$ cat src/rtl/divider_iter_32_pkg.sv
// Shared definitions for the iterative radix-2 divider used beside the EX-stage multiplier.
package divider_iter_32_pkg;

    localparam int DIV_WIDTH = 32;
    localparam int DIV_CNT_W = $clog2(DIV_WIDTH);

    localparam logic [DIV_WIDTH-1:0] DIV_ZERO_Q = '1;
    localparam logic [DIV_WIDTH-1:0] SIGNED_MIN = {1'b1, {(DIV_WIDTH-1){1'b0}}};

    typedef enum logic [1:0] {
        IDLE,
        CALC,
        FIX,
        DONE
    } div_state_t;

endpackage

$ cat src/rtl/divider_iter_32_div_step.sv
// One restoring-division iteration: shift {rem,quo} left, trial-subtract the divisor.
module div_step #(
    parameter int WIDTH = 32
) (
    input  logic [WIDTH-1:0] rem,
    input  logic [WIDTH-1:0] quo,
    input  logic [WIDTH-1:0] divisor,
    output logic [WIDTH-1:0] rem_next,
    output logic [WIDTH-1:0] quo_next
);

    logic [WIDTH:0] shifted;
    logic [WIDTH:0] trial;

    // rem < divisor on entry, so the shifted partial remainder always fits in WIDTH+1 bits.
    always_comb begin
        shifted = {rem, quo[WIDTH-1]};
        trial   = shifted - {1'b0, divisor};
        if (!trial[WIDTH]) begin
            rem_next = trial[WIDTH-1:0];
            quo_next = {quo[WIDTH-2:0], 1'b1};
        end else begin
            rem_next = shifted[WIDTH-1:0];
            quo_next = {quo[WIDTH-2:0], 1'b0};
        end
    end

endmodule

$ cat src/rtl/divider_iter_32.sv
// Sequential restoring divider for RV32M DIV/DIVU/REM/REMU with a start/busy/done handshake.
module divider_iter_32
    import divider_iter_32_pkg::*;
#(
    parameter int WIDTH = DIV_WIDTH,
    parameter int ITERS = WIDTH
) (
    input  logic             clk,
    input  logic             rst,
    input  logic             start,
    input  logic             sign,
    input  logic [WIDTH-1:0] src1,
    input  logic [WIDTH-1:0] src2,
    output logic             busy,
    output logic             done,
    output logic [WIDTH-1:0] quotient,
    output logic [WIDTH-1:0] remainder
);

    div_state_t             state;
    logic [DIV_CNT_W-1:0]   count;
    logic [WIDTH-1:0]       rem_r;
    logic [WIDTH-1:0]       quo_r;
    logic [WIDTH-1:0]       dvsr_r;
    logic                   neg_q;
    logic                   neg_r;

    logic                   a_neg;
    logic                   b_neg;
    logic [WIDTH-1:0]       a_abs;
    logic [WIDTH-1:0]       b_abs;
    logic [WIDTH-1:0]       step_rem;
    logic [WIDTH-1:0]       step_quo;

    always_comb begin
        a_neg = sign & src1[WIDTH-1];
        b_neg = sign & src2[WIDTH-1];
        a_abs = a_neg ? (~src1 + 1'b1) : src1;
        b_abs = b_neg ? (~src2 + 1'b1) : src2;
    end

    div_step #(
        .WIDTH(WIDTH)
    ) u_step (
        .rem      (rem_r),
        .quo      (quo_r),
        .divisor  (dvsr_r),
        .rem_next (step_rem),
        .quo_next (step_quo)
    );

    always_ff @(posedge clk) begin
        if (rst) begin
            state     <= IDLE;
            count     <= '0;
            rem_r     <= '0;
            quo_r     <= '0;
            dvsr_r    <= '0;
            neg_q     <= 1'b0;
            neg_r     <= 1'b0;
            busy      <= 1'b0;
            done      <= 1'b0;
            quotient  <= '0;
            remainder <= '0;
        end else begin
            case (state)
                IDLE: begin
                    done <= 1'b0;
                    if (start) begin
                        busy   <= 1'b1;
                        neg_q  <= sign & (src1[WIDTH-1] ^ src2[WIDTH-1]);
                        neg_r  <= a_neg;
                        quo_r  <= a_abs;
                        rem_r  <= '0;
                        dvsr_r <= b_abs;
                        count  <= '0;
                        // Special cases bypass the iteration and report on the next cycle.
                        if (src2 == '0) begin
                            quotient  <= DIV_ZERO_Q;
                            remainder <= src1;
                            done      <= 1'b1;
                            state     <= DONE;
                        end else if (sign && (src1 == SIGNED_MIN) && (src2 == '1)) begin
                            quotient  <= SIGNED_MIN;
                            remainder <= '0;
                            done      <= 1'b1;
                            state     <= DONE;
                        end else begin
                            state <= CALC;
                        end
                    end
                end
                CALC: begin
                    rem_r <= step_rem;
                    quo_r <= step_quo;
                    count <= count + 1'b1;
                    if (count == DIV_CNT_W'(ITERS - 1)) begin
                        state <= FIX;
                    end
                end
                FIX: begin
                    quotient  <= neg_q ? (~quo_r + 1'b1) : quo_r;
                    remainder <= neg_r ? (~rem_r + 1'b1) : rem_r;
                    done      <= 1'b1;
                    state     <= DONE;
                end
                DONE: begin
                    done  <= 1'b0;
                    busy  <= 1'b0;
                    state <= IDLE;
                end
                default: begin
                    state <= IDLE;
                end
            endcase
        end
    end

endmodule

$ cat config.mk
export PLATFORM = sky130hd
export DESIGN_NAME = divider_iter_32
export DESIGN_NICKNAME = d
export VERILOG_FILES = /design/src/rtl/divider_iter_32_pkg.sv /design/src/rtl/divider_iter_32_div_step.sv /design/src/rtl/divider_iter_32.sv
export SDC_FILE = /design/constraint.sdc
export NUM_CORES = 1
export LEC_CHECK = 0
export CAP_MARGIN = 10
export CORE_ASPECT_RATIO = 1.4
export CORE_MARGIN = 2
export CORE_UTILIZATION = 55
export DETAILED_ROUTE_END_ITERATION = 8
export MAX_ROUTING_LAYER = met4
export PLACE_DENSITY = 0.78
export SLEW_MARGIN = 20
export SYNTH_ARGS = -nofsm -noshare
export SYNTH_HDL_FRONTEND = slang
export SYNTH_HIERARCHICAL = 1
export SYNTH_SLANG_ARGS = --single-unit
export TNS_END_PERCENT = 20
$ cat constraint.sdc
create_clock -name clk -period 3.9 [get_ports clk]
set_input_delay 0.78 -clock clk [delete_from_list [all_inputs] [get_ports clk]]
set_output_delay 0.78 -clock clk [all_outputs]
set_load 0.005 [all_outputs]
==> results by group, run 1 <==
Run status
  • Status: finished, final reports clean

Setup path
  • Worst R2R End: rem_r[26]$_SDFFE_PP0P_
  • Maximum net fanout on the critical path: 5
  • CP arrival: 3930 ps
  • Reg2Reg Depth: 16
  • CP Class: flip-flop to flip-flop
  • Required @ worst endpoint: 4220 ps
  • Critical Path Sink Type: flip-flop
  • Crit-path slowest cell: fa_1
  • Max incr delay on CP: 400 ps
  • Crit path launch type: flip-flop
  • CP Cell Sequence: inv_1 > ha_1 > fa_1 > and2b_1 > o2111ai_1 > a21oi_2 > o2111ai_1 > a211oi_2 > nor2_2 > mux2i_1 > and2_4 > inv_2 > buf_4 > mux2_4 > a22oi_1 > nor2_1
  • Crit path top cell by count: o2111ai_1
  • Reg-to-reg critical path startpoint: quo_r[31]$_SDFFE_PP0P_
  • R2r setup slk: 290 ps

Finish
  • Diode count: 0
  • Final non-filler cell total: 1836
  • Synthesis-to-layout area growth: 16.8%
  • Most common cell after layout, fill and taps aside: nor2_1
  • Most frequent cells in the layout: nor2_1 (185), dfxtp_1 (171), clkdlybuf4s50_1 (132)
  • # nets final: 1678
  • Register area: 3420 µm²
  • Number of fillers in the final layout: 1855
  • Share of layout cells above drive strength 1: 7.55%
  • Multi-input gate area: 7530 µm²

Clocking
  • Total CTS buffers: 17
  • Root Buffer: clkbuf_16
  • Postcts setup bufs: 0
  • Htree depth: 4
  • CTS resizes: 0
  • Clock-pin slew on the worst setup and hold paths: 70 ps
  • Hold Buf Count CTS: 0
  • # clock sinks: 171
  • Maximum root-to-sink buffer count: 2
  • CTS tree: done
  • Clk_lat worst skew: 440 ps

Floorplan
  • Starting Density: 55.8%
  • Io pins: 134
  • Die X: 128 µm
  • FP Rows: 63
  • Core ar.: 21100 µm²
  • Die H: 177 µm
  • DIE AREA: 22600 µm²

Synthesis
  • Syn avg cell area: 7.85 µm²
  • Post-synth ARST share: 0%
  • Area fraction of the dominant cell type after synthesis: 29.1%
  • Mapped Cells: 1500
  • Mapped cell area: 11800 µm²
  • Syn nets: 1613
  • Synth area leaders: dfxtp_1 (29%), xnor2_1 (6.8%), a211oi_1 (5.9%)
  • #FFs+latches synth: 171
  • Sequential element share of the synthesized area: 29.1%
  • Post-synth EDFFs: 0
  • Post-synthesis cell type count: 76
  • Cell taking the most area after synthesis: dfxtp_1
  • Total number of yosys warnings: 6
  • Post-synth top flop: dfxtp_1

Power and ir drop
  • Reg power frac: 34.5%
  • Peak VDD IR: 0.377 mV
  • Leakage: 0.00498 µW
  • Gate power share: 42.3%
  • Switching part of the total power: 39.9%
  • Psw: 2760 µW
  • Clock share of power: 23.3%
  • Pwr dens: 504 nW/µm²
  • Internal Pwr Total: 4170 µW

Routing
  • Routed len/inst: 16.9 µm
  • DR vias: 11100
  • TritonRoute pass-1 iters: 6
  • ANT nets after route: 0
  • Post-Route WL: 31.1 mm
  • Drt first-iter violations: 892
  • # DRC: 0
  • DR vias/cell: 6.05

Min path
  • Hold Path Depth: 2
  • Hold wc startpoint: dvsr_r[31]$_SDFFE_PP0P_
  • Hold path endpoint: dvsr_r[31]$_SDFFE_PP0P_
  • Hold Crit Class: flip-flop to flip-flop

Global route
  • Congestion Overflow GR: 0
  • Pin count of the biggest net entering global routing: 75
  • Tot GR Track Use: 28.0%
  • First-pass GRT wire length: 50.1 mm
  • Vias in the first global route: 10400
  • Initial antenna violation count: 0

Timing
  • Setup TNS Final: 0 ps
  • Unrepaired setup endpoints after global routing: no
  • Fin. Hold Viols: 0
  • Final Hold Slack: 463 ps
  • FMAX: 277 MHz
  • Rel. slew slack: 28.8%
  • Final setup viols: 0
  • Final worst setup slack: 291 ps
  • Fin. max-slew vios: 0
  • Tightest Pin Transition: 1070 ps
  • Period utilization: 92.5%
  • Final min period: 3610 ps
  • Worst clock skew: 9.99 ps

Run
  • Max-cap violations: 0

Placed design
  • Pre-CTS setup slack: 158 ps
  • Port bufs: 133
  • HPWL Detailed: 23.4 mm
  • GP Congestion: 0.967
  • DP Cell Count: 1806
-- critical path, delay by kind of cell (launching register included) --
| family | cells | cell delay, ps |
|---|---|---|
| adder cells (fa/ha/maj) | 2 | 630 |
| AND/OR/NAND/NOR | 4 | 550 |
| multiplexers | 2 | 500 |
| AO/OA/AOI/OAI | 5 | 1210 |
| flip-flops | 1 | 340 |
| buffers and inverters | 3 | 260 |
-- per-layer routing --
| metal | track usage, % | vias to the layer above | share of wire (%) |
|---|---|---|---|
| li1 | - | 5532 | - |
| met1 | 30.2 | 5136 | 40 |
| met2 | 51.5 | 378 | 53 |
| met3 | 3.66 | 66 | 4.7 |
| met4 | 11.2 | 0 | 3.1 |
| met5 | - | - | 0 |
-- cells in the mapped netlist, types with 3 or more instances --
library cell,instances
a211oi_1,93
nor2b_1,4
ha_1,44
mux2i_1,5
a311oi_1,6
buf_4,31
nand4b_1,4
o2111ai_1,4
buf_6,3
nand2b_1,16
a31o_2,3
and3_1,9
buf_1,7
mux2_4,19
xnor2_1,92
inv_1,54
o41ai_1,14
nor3_1,25
o21ai_1,14
nand2_1,119
o21a_1,7
xor2_1,49
a21o_1,18
nor2_1,185
a31oi_1,11
o21ai_0,60
a2111oi_0,5
o21bai_1,3
nor4_1,14
and2_1,8
nand4_1,17
dfxtp_1,171
a22oi_1,67
clkbuf_1,77
o31ai_1,30
a221oi_1,5
or4_1,16
or3_1,16
o211ai_1,9
nor3b_1,6
or3b_2,3
buf_2,13
a21oi_1,71
nand3_1,36
-- worst max path at each step --
stage	start	to	slack, ps	depth (start not counted)
after floorplan	quo_r[31]$_SDFFE_PP0P_	rem_r[5]$_SDFFE_PP0P_	660	16
after global placement	src1[25]	remainder[7]$_SDFFE_PP0P_	230	9
after detailed placement	src1[25]	remainder[3]$_SDFFE_PP0P_	160	9
after CTS	quo_r[31]$_SDFFE_PP0P_	rem_r[26]$_SDFFE_PP0P_	310	16
after global routing	quo_r[31]$_SDFFE_PP0P_	rem_r[20]$_SDFFE_PP0P_	130	16
final	quo_r[31]$_SDFFE_PP0P_	rem_r[26]$_SDFFE_PP0P_	290	16
-- kinds of logic after synthesis --
kind of cell / share of synthesized area [%]
AND/OR/NAND/NOR: 19.8
AO/OA/AOI/OAI: 25.5
buffers and inverters: 7.28
flip-flops: 29.1
XOR/XNOR: 10.5
adder cells (fa/ha/maj): 4.84
multiplexers: 3.04
-- through the flow --
step | cell area, µm² | power, µW | util [%]
global route | 13800 | 7370 | 65.2
floorplan | 11800 | 4550 | -
global placement | 13200 | 5250 | 62.5
CTS | 13800 | 6920 | 65.2
detailed placement | 13200 | 5310 | 62.5
finish | 13800 | 6930 | 65.2
-- cell type report --
class                           count  share of cell area (%)
Clock inverter                     11                   0.718
Sequential cell                   171                    24.9
Inverter                           56                    1.53
Timing Repair Buffer              177                    12.5
Tap cell                          260                    2.36
Clock buffer                       19                    3.29
Multi-Input combinational cell   1142                    54.7
-- power groups by stage --
stage / Combinational, µW / Clock [µW] / Sequential [µW]
global placement: 2840 / 0 / 2410
global route: 3250 / 1690 / 2430
finish: 2930 / 1610 / 2390
floorplan: 2210 / 0 / 2350
detailed placement: 2890 / 0 / 2420
CTS: 2910 / 1630 / 2380
-- registers in the layout, summed over array words and instances (netlist names) --
| name | cells |
|---|---|
| quotient | 32 |
| neg_q | 1 |
| busy | 1 |
| done | 1 |
| state | 2 |
| count | 5 |
| dvsr_r | 32 |
| neg_r | 1 |
| remainder | 32 |
| rem_r | 32 |
| quo_r | 32 |
No activity file was read; power rests on OpenSTA's default activity.
==> inputs of run 2 (changes only) <==
--- a/config.mk
+++ b/config.mk
@@ -10,7 +10,6 @@
 export CORE_MARGIN = 2
 export CORE_UTILIZATION = 55
 export DETAILED_ROUTE_END_ITERATION = 8
-export MAX_ROUTING_LAYER = met4
 export PLACE_DENSITY = 0.78
 export SLEW_MARGIN = 20
 export SYNTH_ARGS = -nofsm -noshare
==> results by group, run 2 (synthesis gave the netlist of run 1 again) <==
Run status
  • Status: finished, final reports clean

Timing
  • Setup TNS Final: 0 ps (unchanged)
  • Fin. max-slew vios: 0 (unchanged)
  • Final setup viols: 0 (unchanged)
  • Fin. Hold Viols: 0 (unchanged)
  • Rel. slew slack: 31.0% (+2.2 points)
  • Tightest Pin Transition: 1030 ps (-34.4 ps)
  • Final Hold Slack: 459 ps (-4.83 ps)
  • Final min period: 3570 ps (-43.4 ps)
  • Worst clock skew: 8.31 ps (-1.68 ps)
  • Period utilization: 91.4% (-1.1 points)
  • Unrepaired setup endpoints after global routing: no
  • Final worst setup slack: 335 ps (+43.4 ps)
  • FMAX: 280 MHz (+1.2%)

Floorplan
  • Die H: 177 µm (unchanged)
  • Die X: 128 µm (unchanged)
  • Starting Density: 55.8% (unchanged)
  • DIE AREA: 22600 µm² (unchanged)
  • Core ar.: 21100 µm² (unchanged)
  • FP Rows: 63 (unchanged)
  • Io pins: 134 (unchanged)

Setup path
  • Maximum net fanout on the critical path: 20 (+15)
  • CP arrival: 3850 ps (-80 ps)
  • Critical Path Sink Type: flip-flop
  • Crit-path slowest cell: fa_1
  • Crit path top cell by count: o2111ai_1
  • Max incr delay on CP: 400 ps (about the same)
  • CP Cell Sequence: inv_1 > ha_1 > fa_1 > and2b_1 > o2111ai_1 > a21oi_2 > o2111ai_1 > a211oi_2 > nor2_2 > mux2i_1 > and2_4 > inv_2 > buf_12 > mux2_4 > a22oi_1 > nor2_1
  • CP Class: flip-flop to flip-flop
  • CP delay by family, top: compound AO/OA/AOI/OAI gates
  • Crit path launch type: flip-flop
  • R2r setup slk: 330 ps (+40 ps)
  • Buf/Inv on CP: 3 (unchanged)
  • Required @ worst endpoint: 4190 ps (-30 ps)

Clocking
  • # clock sinks: 171 (unchanged)
  • CTS resizes: 0 (unchanged)
  • Maximum root-to-sink buffer count: 2 (unchanged)
  • Total CTS buffers: 17 (unchanged)
  • Htree depth: 4 (unchanged)
  • Clk_lat worst skew: 430 ps (about the same)
  • Postcts setup bufs: 0 (unchanged)
  • Hold Buf Count CTS: 0 (unchanged)
  • Clock-pin slew on the worst setup and hold paths: 70 ps (about the same)
  • Root Buffer: clkbuf_16
  • CTS tree: done

Routing
  • Drt first-iter violations: 775 (-13%)
  • Post-Route WL: 31.0 mm (-0.48%)
  • TritonRoute pass-1 iters: 5 (-1)
  • Routed len/inst: 16.9 µm (-0.48%)
  • # DRC: 0 (unchanged)
  • DR vias/cell: 6.05 (about the same)
  • DR vias: 11100 (+0.027%)
  • ANT nets after route: 0 (unchanged)

Finish
  • Finished Cell Area: 13800 µm² (+0.48%)
  • Diode count: 0 (unchanged)
  • Share of layout cells above drive strength 1: 7.55% (unchanged)
  • Synthesis-to-layout area growth: 17.4%
  • # nets final: 1676 (-0.12%)
  • Most common cell after layout, fill and taps aside: nor2_1
  • Most frequent cells in the layout: nor2_1 (185), dfxtp_1 (171), clkdlybuf4s50_1 (132)
  • Core Util, Final: 65.5% (+0.31 points)

Global route
  • Vias in the first global route: 10600 (+1.3%)
  • Congestion Overflow GR: 0 (unchanged)
  • Initial antenna violation count: 0 (unchanged)
  • Tot GR Track Use: 27.5% (-0.51 points)
  • Pin count of the biggest net entering global routing: 82 (+9.3%)
  • First-pass GRT wire length: 50.8 mm (+1.3%)

Power and ir drop
  • Psw: 2800 µW (+1.3%)
  • Reg power frac: 33.4% (-1.1 points)
  • Gate power share: 40.9% (-1.4 points)
  • Internal Pwr Total: 4340 µW (+4.1%)
  • Peak VDD IR: 0.362 mV (-4.1%)
  • Switching part of the total power: 39.2% (-0.67 points)
  • Pwr dens: 516 nW/µm² (+2.5%)
  • Clock share of power: 25.7% (+2.4 points)
  • Leakage: 0.00500 µW (+0.43%)

Placed design
  • HPWL Detailed: 23.2 mm (-0.68%)
  • Pre-CTS setup slack: 188 ps (+30.0 ps)
  • Port bufs: 133 (unchanged)
  • Area after DPL: 13200 µm² (-0.11%)
  • GP Congestion: 0.951 (-1.6%)

Run
  • Max-cap violations: 0 (unchanged)

Min path
  • Hold Crit Class: flip-flop to flip-flop
## run 2: changes by cell type in the layout (fill, tap and decap cells not counted), sizes merged
cell,delta
clkinvlp,+1
inv,+6
clkinv,-6
bufinv,+3
buf,-2
clkbuf,-2
## run 2: final timing paths
kind                                start                      end  cells after the start
setup / recovery   quo_r[31]$_SDFFE_PP0P_   rem_r[20]$_SDFFE_PP0P_                     16
hold / removal    dvsr_r[31]$_SDFFE_PP0P_  dvsr_r[31]$_SDFFE_PP0P_                      2
setup reg to reg   quo_r[31]$_SDFFE_PP0P_   rem_r[20]$_SDFFE_PP0P_                     16
hold reg to reg   dvsr_r[31]$_SDFFE_PP0P_  dvsr_r[31]$_SDFFE_PP0P_                      2
## run 2: layer usage
metal	global-route usage, %	up-vias	part of all wire, %
met1	30.6	5152	40
met5	0	-	0
met3	3.54	83	4.1
met2	51.1	340	52
li1	-	5540	-
met4	13.2	0	3.7
## run 2: power groups by stage
| stage | clock (µW) | sequential, µW | combinational [µW] |
|---|---|---|---|
| after global placement | 0 | 2410 | 2830 |
| after global routing | 1920 | 2430 | 3250 |
| after floorplan | 0 | 2350 | 2210 |
| after CTS | 1860 | 2380 | 2900 |
| after detailed placement | 0 | 2420 | 2880 |
| final | 1840 | 2380 | 2920 |
## run 2: worst reg2reg max path, delay by kind of cell, from the launching register on
| kind | cells | cell delay, ps |
|---|---|---|
| and+or+nand+nor | 4 | 550 |
| AOI/OAI and AO/OA | 5 | 1160 |
| muxes | 2 | 500 |
| buffers and inverters | 3 | 240 |
| DFF | 1 | 330 |
| adders and majority gates | 2 | 640 |
## run 2: stage by stage
stage          instances  total power (µW)
6_report            1836              7140
5_1_grt             1836              7610
4_1_cts             1836              7140
3_5_place_dp        1804              5300
3_3_place_gp        1804              5240
2_1_floorplan       1500              4550
## run 2: cell type report
type / instances / area [µm²]
clock buffers: 17 / 425
clock inverters: 15 / 208
fillers: 1852 / 7300
inverters: 56 / 210
multi-input cells: 1142 / 7530
flip-flops and latches: 171 / 3420
well taps: 260 / 325
repair buffers: 175 / 1710
